===== src/rtl/vtx_bank_ctrl.sv =====
// vtx_bank_ctrl: double-buffered vertex bank with 2-requester write arbiter and frame-synchronous swap
module vtx_bank_ctrl #(
    parameter int W    = 21,
    parameter int NVTX = 4
) (
    input  logic                CLK,
    input  logic                rst,
    input  logic                frame_start,
    input  logic                req0_valid,
    output logic                req0_ready,
    input  logic [1:0]          req0_idx,
    input  logic signed [W-1:0] req0_x,
    input  logic signed [W-1:0] req0_y,
    input  logic                req1_valid,
    output logic                req1_ready,
    input  logic [1:0]          req1_idx,
    input  logic signed [W-1:0] req1_x,
    input  logic signed [W-1:0] req1_y,
    input  logic                commit,
    output logic                armed,
    output logic                swap_done,
    output logic [NVTX-1:0]     vtx_valid,
    output logic signed [W-1:0] vtx1_X,
    output logic signed [W-1:0] vtx1_Y,
    output logic signed [W-1:0] vtx2_X,
    output logic signed [W-1:0] vtx2_Y,
    output logic signed [W-1:0] vtx3_X,
    output logic signed [W-1:0] vtx3_Y,
    output logic signed [W-1:0] vtx4_X,
    output logic signed [W-1:0] vtx4_Y
);
    typedef enum logic [1:0] {IDLE, ARMED, DONE} state_t;
    state_t state, state_nxt;
    logic last_grant, idle, wr;
    logic [1:0] widx;
    logic signed [W-1:0] wx, wy;
    logic signed [W-1:0] sx [NVTX];
    logic signed [W-1:0] sy [NVTX];
    logic signed [W-1:0] ax [NVTX];
    logic signed [W-1:0] ay [NVTX];
    logic [NVTX-1:0] smask;

    // Contention goes to whichever requester was not granted last; writes only while idle
    always_comb begin
        idle = state == IDLE;
        req0_ready = idle & req0_valid & (~req1_valid | last_grant);
        req1_ready = idle & req1_valid & (~req0_valid | ~last_grant);
        wr = req0_ready | req1_ready;
        widx = req0_ready ? req0_idx : req1_idx;
        wx = req0_ready ? req0_x : req1_x;
        wy = req0_ready ? req0_y : req1_y;
        armed = state == ARMED;
        swap_done = state == DONE;
        state_nxt = idle ? (commit ? ARMED : IDLE) : (armed ? (frame_start ? DONE : ARMED) : IDLE);
    end

    always_ff @(posedge CLK or posedge rst) begin
        if (rst) state <= IDLE;
        else state <= state_nxt;
    end

    always_ff @(posedge CLK or posedge rst) begin
        if (rst) begin
            last_grant <= 1'b1;
            sx <= '{default: '0};
            sy <= '{default: '0};
            ax <= '{default: '0};
            ay <= '{default: '0};
            smask <= '0;
            vtx_valid <= '0;
        end else begin
            if (wr) begin
                sx[widx] <= wx;
                sy[widx] <= wy;
                smask[widx] <= 1'b1;
                last_grant <= req1_ready;
            end
            if (armed && frame_start) begin
                ax <= sx;
                ay <= sy;
                vtx_valid <= smask;
            end
        end
    end

    assign vtx1_X = ax[0];
    assign vtx1_Y = ay[0];
    assign vtx2_X = ax[1];
    assign vtx2_Y = ay[1];
    assign vtx3_X = ax[2];
    assign vtx3_Y = ay[2];
    assign vtx4_X = ax[3];
    assign vtx4_Y = ay[3];
endmodule

===== config.mk =====
export PLATFORM = sky130hd
export DESIGN_NAME = vtx_bank_ctrl
export DESIGN_NICKNAME = d
export VERILOG_FILES = /design/src/rtl/vtx_bank_ctrl.sv
export SDC_FILE = /design/constraint.sdc
export NUM_CORES = 1
export LEC_CHECK = 0
export CAP_MARGIN = 0
export CORE_AREA = 2 2 175 177
export DETAILED_ROUTE_END_ITERATION = 8
export DIE_AREA = 0 0 177 179
export PLACE_DENSITY = 0.85
export SYNTH_ARGS = -nofsm -noshare
export SYNTH_HDL_FRONTEND = slang
export SYNTH_SLANG_ARGS = --single-unit

===== constraint.sdc =====
create_clock -name CLK -period 11 [get_ports CLK]
set_input_delay 2.2 -clock CLK [delete_from_list [all_inputs] [get_ports CLK]]
set_output_delay 2.2 -clock CLK [all_outputs]
set_load 0.05 [all_outputs]

==> Yosys cells after proc, flatten, opt, wreduce, memory -nomap -nowiden <==
Cells that the tools add are included.
{ "word_totals": {"reg_bits": 347, "in_bits": 94, "out_inout_bits": 176, "wordCells": 55} }
{ "classes": {"order_cmp": 4, "eq_ne": 2, "muxes": 13, "bitwise": 12, "reduce_logical": 4} }
{ "op_table": {"columns": ["cell", "count"], "rows": [
  ["84-bit bitwise mux", 2],
  ["21-bit two-way mux", 3],
  ["21-bit demux with 2-bit select", 1],
  ["2-bit two-way mux", 4],
  ["1-bit AND", 4],
  ["4-bit bitwise OR", 1],
  ["3-bit greater-or-equal comparator (second input constant)", 1],
  ["1-bit logical AND", 3],
  ["2-bit by 3-bit < comparator with 1-bit output (second input constant)", 1],
  ["3-bit by 1-bit < comparator with 1-bit output (second input constant)", 1],
  ["1-bit inverter", 3],
  ["2-bit inverter with 3-bit output", 1],
  ["1-bit bitwise OR", 3],
  ["1-bit demux with 2-bit select", 1],
  ["2-bit by 1-bit == test with 1-bit output (second input constant)", 1],
  ["2-bit == test (second input constant)", 1],
  ["2-bit by 1-bit greater-or-equal comparator with 1-bit output (second input constant)", 1],
  ["2-bit logical NOT", 1],
  ["1-bit two-way mux", 2]
]} }

==> Logic depth before layout (Yosys ltp) <==
Gate-level depths: netlist of the first run.
{ "depth": {"depth_word": 10, "mapped_depth": 6, "mapped_depth_nobuf": 4} }

==> Worst setup path after synthesis of the first run <==
No wires, ideal clock.
{ "synth_timing": {"path_kind": "input port to output port", "startpoint": "input port req1_valid", "endpoint": "output port req0_ready", "arrival_ns": 2.978, "slack_ns": 5.822, "cell_stages": 5, "n_path_buf": 2, "cell_sequence": "nand2b_1 nand3_2 buf_6 buf_6 inv_1"} }
{ "synth_between": {"elab_chain_len": 3} }
{ "synth_lines": {"columns": ["element", "line", "rtl"], "rows": [
  ["start, declared", "14", "input logic req1_valid,"],
  ["1-bit inverter", "46", "req0_ready = idle & req0_valid & (~req1_valid | last_grant);"],
  ["1-bit bitwise OR", "46", null],
  ["1-bit AND", "46", null],
  ["end, declared", "10", "output logic req0_ready,"]
]} }
Every way passes these cells.

==> Worst setup path in the final report of the first run <==
Ends and elaborated chain as after synthesis.

==> flow_metrics.tcl, run 1 <==
set metrics [dict create \
    min_path_cells 1 \
    ys_types 21 \
    ant_nets 0 \
    synthArstFlopShare_pct 100 \
    cp_max_fo 48 \
    initial_utilization_pct 44.9 \
    cap_viol_max_count 0 \
    cts_resized 0 \
    synth_top_area_cell "dfrtp_1" \
    reg2reg_to "sy[70]" \
    critPathCaptureType "primary output" \
    worstPathArrival_ns 4.46 \
    antennaDiodeCount 0 \
    ctsHoldBuffers 0 \
    wl_mm 29.0 \
    htreeDepth 2 \
    avgSynthCellArea_um2 16.9 \
    drc 0 \
    p_per_area_mw_per_mm2 344 \
    cts_setup_buffers 0 \
    drv_slew 0 \
    cellLeakagePower_nw 7.38 \
    fin_crit_sh_pct 60.6 \
    reg2reg_depth 5 \
    rsz0062_at_grt "false" \
    synth_fp_nets 893 \
    critical_path_required_ns 8.80 \
    setup_viol 0 \
    setup-tns-final_ns 0 \
    yosysMostFrequentCell "mux2_2" \
    hold_viol_final 0 \
    holdWs_ns 0.464 \
    reg2reg_slack_ns 7.43 \
    grt_pass1_vias 8155 \
    ys_seq_area_share_pct 64.4 \
    period_needed_ns 6.66 \
    hold_end "smask[3]" \
    clock_latency_ns 0.50 \
    ys_ff_latch 347 \
    groute.usage.overall_pct 18.4 \
    row_count 64 \
    yosysTopAreaCellShare_pct 64.2 \
    antenna_found_initial 0 \
    die_h_um 179 \
    skew_ns 0.0104 \
    clock.fmax_mhz 150 \
    port_buffers 269 \
    yosys_warnings 0 \
    overflow 0 \
    drt-vias-per-instance 5.12 \
    synth-main-ff-cell "dfrtp_1" \
    dr.pass1.iters 4 \
    synth_edf_count 0 \
    syn_area_mm2 0.0135 \
    route.vias.total 7681 \
    routedWlPerCell_um 19.4 \
    hold_start "smask[3]" \
    slew_headroom_pct 29.7 \
    core-area_mm2 0.0300 \
    cts_sinks 347 \
    synthTopCellsByArea "dfrtp_1 (64%), mux2_2 (31%), mux2_1 (1.3%)" \
    clock-root-buffer "clkbuf_16" \
    synth_cells 799 \
    die_area_mm2 0.0317 \
    grt_max_degree 187 \
    synth_commonest_cells "mux2_2 (367), dfrtp_1 (346), buf_2 (28), mux2_1 (15), buf_6 (11)" \
    fin_nets 1171 \
    grt_pass1_wl_mm 45.6 \
    place.gp.congestion 0.719 \
    tightest_slew_ns 1.06 \
    start_kind "input pin" \
    die_w_um 177 \
    hpwl_mm 19.0 \
    r2r_start "last_grant" \
    cts_buffers 35 \
    area_growth_pct 31.2 \
    cts_tree "done" \
    clk_path_buf_depth 3 \
    clk_pin_slew_ns 0.06 \
    placed_area_mm2 0.0165 \
    holdCritPathClass "register to register" \
    final_layout_size_suffix_gt1_share_pct 40.7 \
    stdcell_area_mm2 0.0177 \
    ioPinCount 270 \
    drtIter0Drc 319 \
    peakVddDrop_v 0.000199 \
    status "complete, no violations" \
    worstSetupPathType "input pin to primary output" \
]
[final cells by class]
type | count | area [µm²]
Clock inverter | 10 | 77.6
Multi-Input combinational cell | 405 | 4540
Sequential cell | 347 | 8680
Clock buffer | 53 | 1080
Fill cell | 2287 | 12300
Timing Repair Buffer | 281 | 2800
Tap cell | 396 | 495
Inverter | 7 | 30.0
[registers in the layout, summed over array words and instances, names as in the netlist, 21 cells and up]
| signal | cells |
|---|---|
| sx | 84 |
| sy | 84 |
| vtx1_X | 21 |
| vtx1_Y | 21 |
| vtx2_X | 21 |
| vtx2_Y | 21 |
| vtx3_X | 21 |
| vtx3_Y | 21 |
| vtx4_X | 21 |
| vtx4_Y | 21 |
[layout by cell type, fill, tap and decap left out, types with 2 or more instances in the layout]
| cell | instances |
|---|---|
| mux2_2 | 367 |
| dfrtp_1 | 346 |
| clkdlybuf4s50_1 | 269 |
| clkbuf_16 | 37 |
| mux2_1 | 15 |
| buf_4 | 11 |
| clkbuf_8 | 9 |
| clkinv_2 | 8 |
| clkbuf_1 | 7 |
| inv_1 | 6 |
| or2_2 | 5 |
| o32ai_4 | 4 |
| nand2_1 | 3 |
| nor2b_1 | 2 |
| nand2b_1 | 2 |
| clkinvlp_4 | 2 |
[kinds of logic after synthesis]
kind of cell	count (synthesis)	share of synthesized area, %
mux	383	32.0
flops	347	64.4
buf+inv	47	2.21
simple gates	18	0.779
compound gates	4	0.649
[power breakdown]
group / internal (mW) / switching (mW) / leakage, nW
logic: 1.07 / 1.59 / 2.68
registers: 1.91 / 0.334 / 4.13
clock network: 0.699 / 0.474 / 0.574
total: 3.68 / 2.40 / 7.38
[metrics by stage]
| step | instances | power, mW | utilization, % | setup WS (ns) |
|---|---|---|---|---|
| CTS | 1499 | 6.14 | 58.9 | 4.30 |
| global placement | 1436 | 4.85 | 55.1 | 4.31 |
| detailed placement | 1436 | 4.94 | 55.1 | 4.31 |
| finish | 1499 | 6.08 | 58.9 | 4.34 |
| global route | 1499 | 6.36 | 58.9 | 4.23 |
| floorplan | 799 | 4.00 | - | 4.16 |
[worst max path at each step]
stage | from | endpoint | cells after the start
final | req1_valid | req0_ready | 5
after global routing | req1_valid | req0_ready | 5
after CTS | req1_valid | req0_ready | 5
after detailed placement | req1_valid | req0_ready | 5
after global placement | req1_valid | req0_ready | 5
after floorplan | rst | smask[0] | 1
[worst max-delay path: stages]
cell and delay (ns):
clkdlybuf4s50_1 0.44, nand2b_1 0.13, nand3_4 0.65, inv_1 0.20, clkdlybuf4s50_1 0.83
[metal layers]
layer	wire [µm]	track usage [%]	vias up
li1	-	-	3398
met1	12200	23.7	4013
met2	14000	30.4	219
met3	2130	5.26	51
met4	677	5.20	0
met5	0	0	-
Power figures use the tool's default switching activity.
==> run 2, diff against run 1 <==
==> constraint.sdc (replaced) <==
create_clock -name CLK -period 6.06 [get_ports CLK]
set_input_delay 1.212 -clock CLK [delete_from_list [all_inputs] [get_ports CLK]]
set_output_delay 1.212 -clock CLK [all_outputs]
set_load 0.05 [all_outputs]
==> flow_metrics.tcl, run 2 (synthesized netlist as in run 1, its figures left out) <==
set metrics [dict create \
    fin_nets 1173 \
    p_per_area_mw_per_mm2 625 \
    core-area_mm2 0.0300 \
    final_layout_size_suffix_gt1_share_pct 40.5 \
    critical_path_required_ns 4.85 \
    clk_path_buf_depth 3 \
    cts_tree "done" \
    place.gp.congestion 0.726 \
    cellLeakagePower_nw 7.41 \
    drtIter0Drc 376 \
    p_switching_mw 4.35 \
    overflow 0 \
    grt_pass1_wl_mm 45.5 \
    die_h_um 179 \
    period_needed_ns 4.35 \
    route.vias.total 7657 \
    ant_nets 0 \
    dp.cells 1437 \
    groute.usage.overall_pct 18.3 \
    setup-tns-final_ns 0 \
    row_count 64 \
    clock.fmax_mhz 230 \
    seq_power_share_pct 36.6 \
    reg2reg_to "sx[15]" \
    worstPathArrival_ns 3.14 \
    clkPwrFrac_pct 19.8 \
    drt-vias-per-instance 5.10 \
    cts_setup_buffers 0 \
    netSwitchingFraction_pct 39.2 \
    critPathCaptureType "primary output" \
    clock_latency_ns 0.50 \
    die_area_mm2 0.0317 \
    reg.largest.list "sx: 84 flops, sy: 84 flops" \
    p_comb_share_pct 43.6 \
    routedWlPerCell_um 19.2 \
    initial_utilization_pct 44.9 \
    wl_mm 28.8 \
    hold_start "smask[0]" \
    skew_ns 0.0101 \
    setup_viol 0 \
    intPower_mw 6.75 \
    antennaDiodeCount 0 \
    hold_viol_final 0 \
    reg2reg_depth 6 \
    hold_end "smask[0]" \
    fin_cells 1501 \
    dr.pass1.iters 4 \
    layout_commonest_cell "mux2_2" \
    start_kind "input pin" \
    r2r_start "state[1]" \
    reg2reg_slack_ns 3.10 \
    ioPinCount 270 \
    area_growth_pct 31.7 \
    cts_sinks 347 \
    ctsHoldBuffers 0 \
    port_buffers 269 \
    most-common-layout-cells "mux2_2 (367), dfrtp_1 (346), clkdlybuf4s50_1 (269)" \
    antenna_found_initial 0 \
    holdCritPathClass "register to register" \
    cts_resized 0 \
    hpwl_mm 18.9 \
    grt_pass1_vias 8214 \
    die_w_um 177 \
    htreeDepth 2 \
    drv_slew 0 \
    fin_crit_sh_pct 71.8 \
    tightest_slew_ns 1.04 \
    grt_max_degree 183 \
    rsz0062_at_grt "false" \
    min_path_cells 1 \
    peakVddDrop_v 0.000448 \
    worstSetupPathType "input pin to primary output" \
    cap_viol_max_count 0 \
    cp_max_fo 25 \
    status "complete, no violations" \
    clock-root-buffer "clkbuf_16" \
    cts_buffers 36 \
    fillers 2285 \
    slew_headroom_pct 30.3 \
    drc 0 \
    clk_pin_slew_ns 0.06 \
]
[run 2: critical path, stage by stage]
cell and delay (ns):
clkdlybuf4s50_1 0.45, nand2b_1 0.13, nand3_4 0.35, inv_1 0.17, clkdlybuf4s50_1 0.82
[run 2: final cells by class]
class	count	area [µm²]	share of cell area [%]
well taps	396	495	2.79
multi-input cells	405	4540	25.5
clock inverters	10	133	0.746
inverters	7	30.0	0.169
repair buffers	282	2830	15.9
clock buffers	54	1060	5.96
flip-flops and latches	347	8680	48.9
[run 2: power by group through the flow]
stage	clock network, mW	registers [mW]	logic, mW
after global placement	0	4.02	4.78
after floorplan	0	5.95	1.31
after CTS	2.25	4.07	4.89
final	2.20	4.06	4.84
after detailed placement	0	4.09	4.86
after global routing	2.35	4.21	5.06
[run 2: through the flow]
| step | utilization, % | total power, mW | hold WS (ns) | instance area, µm² | setup WS [ns] |
|---|---|---|---|---|---|
| after floorplan | - | 7.26 | 0.433 | 13500 | 0.204 |
| after global placement | 55.2 | 8.81 | 0.447 | 16600 | 1.74 |
| after detailed placement | 55.2 | 8.96 | 0.451 | 16600 | 1.73 |
| after CTS | 59.2 | 11.2 | 0.466 | 17800 | 1.68 |
| after global routing | 59.2 | 11.6 | 0.481 | 17800 | 1.58 |
| final | 59.2 | 11.1 | 0.459 | 17800 | 1.71 |
[run 2: worst max path at each step]
stage                           from          to  slack, ns
after global routing      req1_valid  req0_ready       1.58
after global placement    req1_valid  req0_ready       1.74
after detailed placement  req1_valid  req0_ready       1.73
after CTS                 req1_valid  req0_ready       1.68
after floorplan                  rst    smask[0]       0.20
final                     req1_valid  req0_ready       1.71
[run 2: metal layers]
layer  track usage [%]  share of wire (%)
met2              30.0                 48
met4              4.44                1.7
met3              5.28                7.2
met1              24.0                 43
met5                 0                  0
==> run 3, diff against run 2 <==
==> constraint.sdc (replaced) <==
create_clock -name CLK -period 3.99 [get_ports CLK]
set_input_delay 0.798 -clock CLK [delete_from_list [all_inputs] [get_ports CLK]]
set_output_delay 0.798 -clock CLK [all_outputs]
set_load 0.05 [all_outputs]
==> flow_metrics.tcl, run 3 (synthesized netlist as in run 1, its figures left out) <==
set metrics [dict create \
    status "complete, no violations" \
    r2r_start "state[0]" \
    start_kind "input pin" \
    dr.pass1.iters 6 \
    reg2reg_depth 4 \
    seq_power_share_pct 36.6 \
    intPower_mw 10.3 \
    final_layout_size_suffix_gt1_share_pct 41.4 \
    slowest_delay_ns 0.51 \
    drv_slew 0 \
    ant_nets 0 \
    port_buffers 269 \
    overflow 0 \
    wl_mm 30.1 \
    routedWlPerCell_um 20.0 \
    place.gp.congestion 0.759 \
    clock_latency_ns 0.50 \
    cts_setup_buffers 0 \
    cts_resized 0 \
    register_area_mm2 0.00868 \
    cp_max_fo 4 \
    grt_pass1_wl_mm 47.1 \
    fin_nets 1179 \
    fin_crit_sh_pct 71.2 \
    peakVddDrop_v 0.000627 \
    core-area_mm2 0.0300 \
    critPathSlowestCell "clkdlybuf4s50_1" \
    antenna_found_initial 0 \
    reg.largest.list "sx: 84 flops, sy: 84 flops" \
    worstPathArrival_ns 2.04 \
    endpoint "req1_ready" \
    area_growth_pct 32.8 \
    cellLeakagePower_nw 7.48 \
    cap_viol_max_count 0 \
    p_comb_share_pct 43.4 \
    die_w_um 177 \
    antennaDiodeCount 0 \
    cts_sinks 347 \
    dp.cells 1443 \
    row_count 64 \
    initial_utilization_pct 44.9 \
    multi_input_area_mm2 0.00454 \
    reg2reg_slack_ns 1.78 \
    grt_pass1_vias 8359 \
    clk_path_buf_depth 3 \
    ctsHoldBuffers 0 \
    skew_ns 0.0115 \
    die_area_mm2 0.0317 \
    layout_commonest_cell "mux2_2" \
    p_switching_mw 6.65 \
    grt_max_degree 88 \
    hpwl_mm 19.7 \
    ioPinCount 270 \
    cp-startpoint "req0_valid" \
    period_needed_ns 2.84 \
    most-common-layout-cells "mux2_2 (367), dfrtp_1 (346), clkdlybuf4s50_1 (267)" \
    clock-root-buffer "clkbuf_16" \
    groute.usage.overall_pct 19.1 \
    fin_cells 1503 \
    holdCritPathClass "register to register" \
    drc 0 \
    setup_viol 0 \
    fillers 2255 \
    rsz0062_at_grt "false" \
    clk_pin_slew_ns 0.06 \
    reg2reg_to "vtx2_Y[4]" \
    worstSetupPathType "input pin to primary output" \
    report.power.total_mw 17.0 \
    die_h_um 179 \
    htreeDepth 2 \
    p_per_area_mw_per_mm2 949 \
    tightest_slew_ns 0.778 \
    critical_path_required_ns 3.19 \
    cts_buffers 36 \
    clock.fmax_mhz 352 \
    drt-vias-per-instance 5.15 \
    drtIter0Drc 258 \
    route.vias.total 7735 \
    critPathCaptureType "primary output" \
    hold_viol_final 0 \
    netSwitchingFraction_pct 39.1 \
    path_cells "clkdlybuf4s50_1, nand2_1, nand3_1, inv_1, buf_4" \
    slew_headroom_pct 48.1 \
    clkPwrFrac_pct 20.0 \
    cts_tree "done" \
    setup-tns-final_ns 0 \
]
==> run 3: cell types whose count changed in the layout (fill, tap and decap cells not counted), sizes merged <==
cell,delta
buf,+8
clkinv,-3
clkdlybuf4s50,-2
clkbuf,-1
==> run 3: power by group through the flow <==
| stage | Sequential [mW] | Combinational [mW] | Clock [mW] |
|---|---|---|---|
| after CTS | 6.23 | 7.45 | 3.48 |
| after detailed placement | 6.26 | 7.41 | 0 |
| final | 6.21 | 7.38 | 3.40 |
| after floorplan | 9.04 | 1.99 | 0 |
| after global placement | 6.17 | 7.26 | 0 |
| after global routing | 6.42 | 7.70 | 3.63 |
==> run 3: worst min path at each step <==
stage | startpoint | end | slack [ns] | cells after the start
after global routing | smask[3] | smask[3] | 0.48 | 1
after CTS | smask[0] | smask[0] | 0.47 | 1
final | smask[0] | smask[0] | 0.47 | 1
after global placement | smask[0] | smask[0] | 0.45 | 1
after floorplan | smask[0] | smask[0] | 0.43 | 1
after detailed placement | smask[0] | smask[0] | 0.45 | 1
==> run 3: critical path, delay by kind of cell <==
family / cells / cell delay [ns]
buffers and inverters: 3 / 0.86
and+or+nand+nor: 2 / 0.38
==> run 3: layout make-up <==
type	instances	share of cell area, %
tap	396	2.77
inverter	7	0.168
sequential	347	48.5
multi-input combinational	405	25.3
clock inverter	7	0.636
clock buffer	53	6.18
timing repair buffer	288	16.4
==> run 3: stage by stage <==
stage | setup slack [ns] | hold WS (ns) | util (%) | cell area (µm²)
3_5_place_dp | 1.10 | 0.453 | 55.6 | 16700
2_1_floorplan | -1.45 | 0.433 | - | 13500
6_report | 1.15 | 0.466 | 59.6 | 17900
4_1_cts | 1.15 | 0.468 | 59.6 | 17900
3_3_place_gp | 1.12 | 0.446 | 55.6 | 16700
5_1_grt | 1.07 | 0.485 | 59.6 | 17900
==> run 3: layer usage <==
metal | track usage [%] | up-vias | wire (µm) | part of all wire (%)
li1 | - | 3413 | - | -
met1 | 25.0 | 4051 | 12900 | 43
met2 | 31.5 | 220 | 14500 | 48
met3 | 5.47 | 51 | 2050 | 6.8
met4 | 4.86 | 0 | 592 | 2.0
met5 | 0 | - | 0 | 0
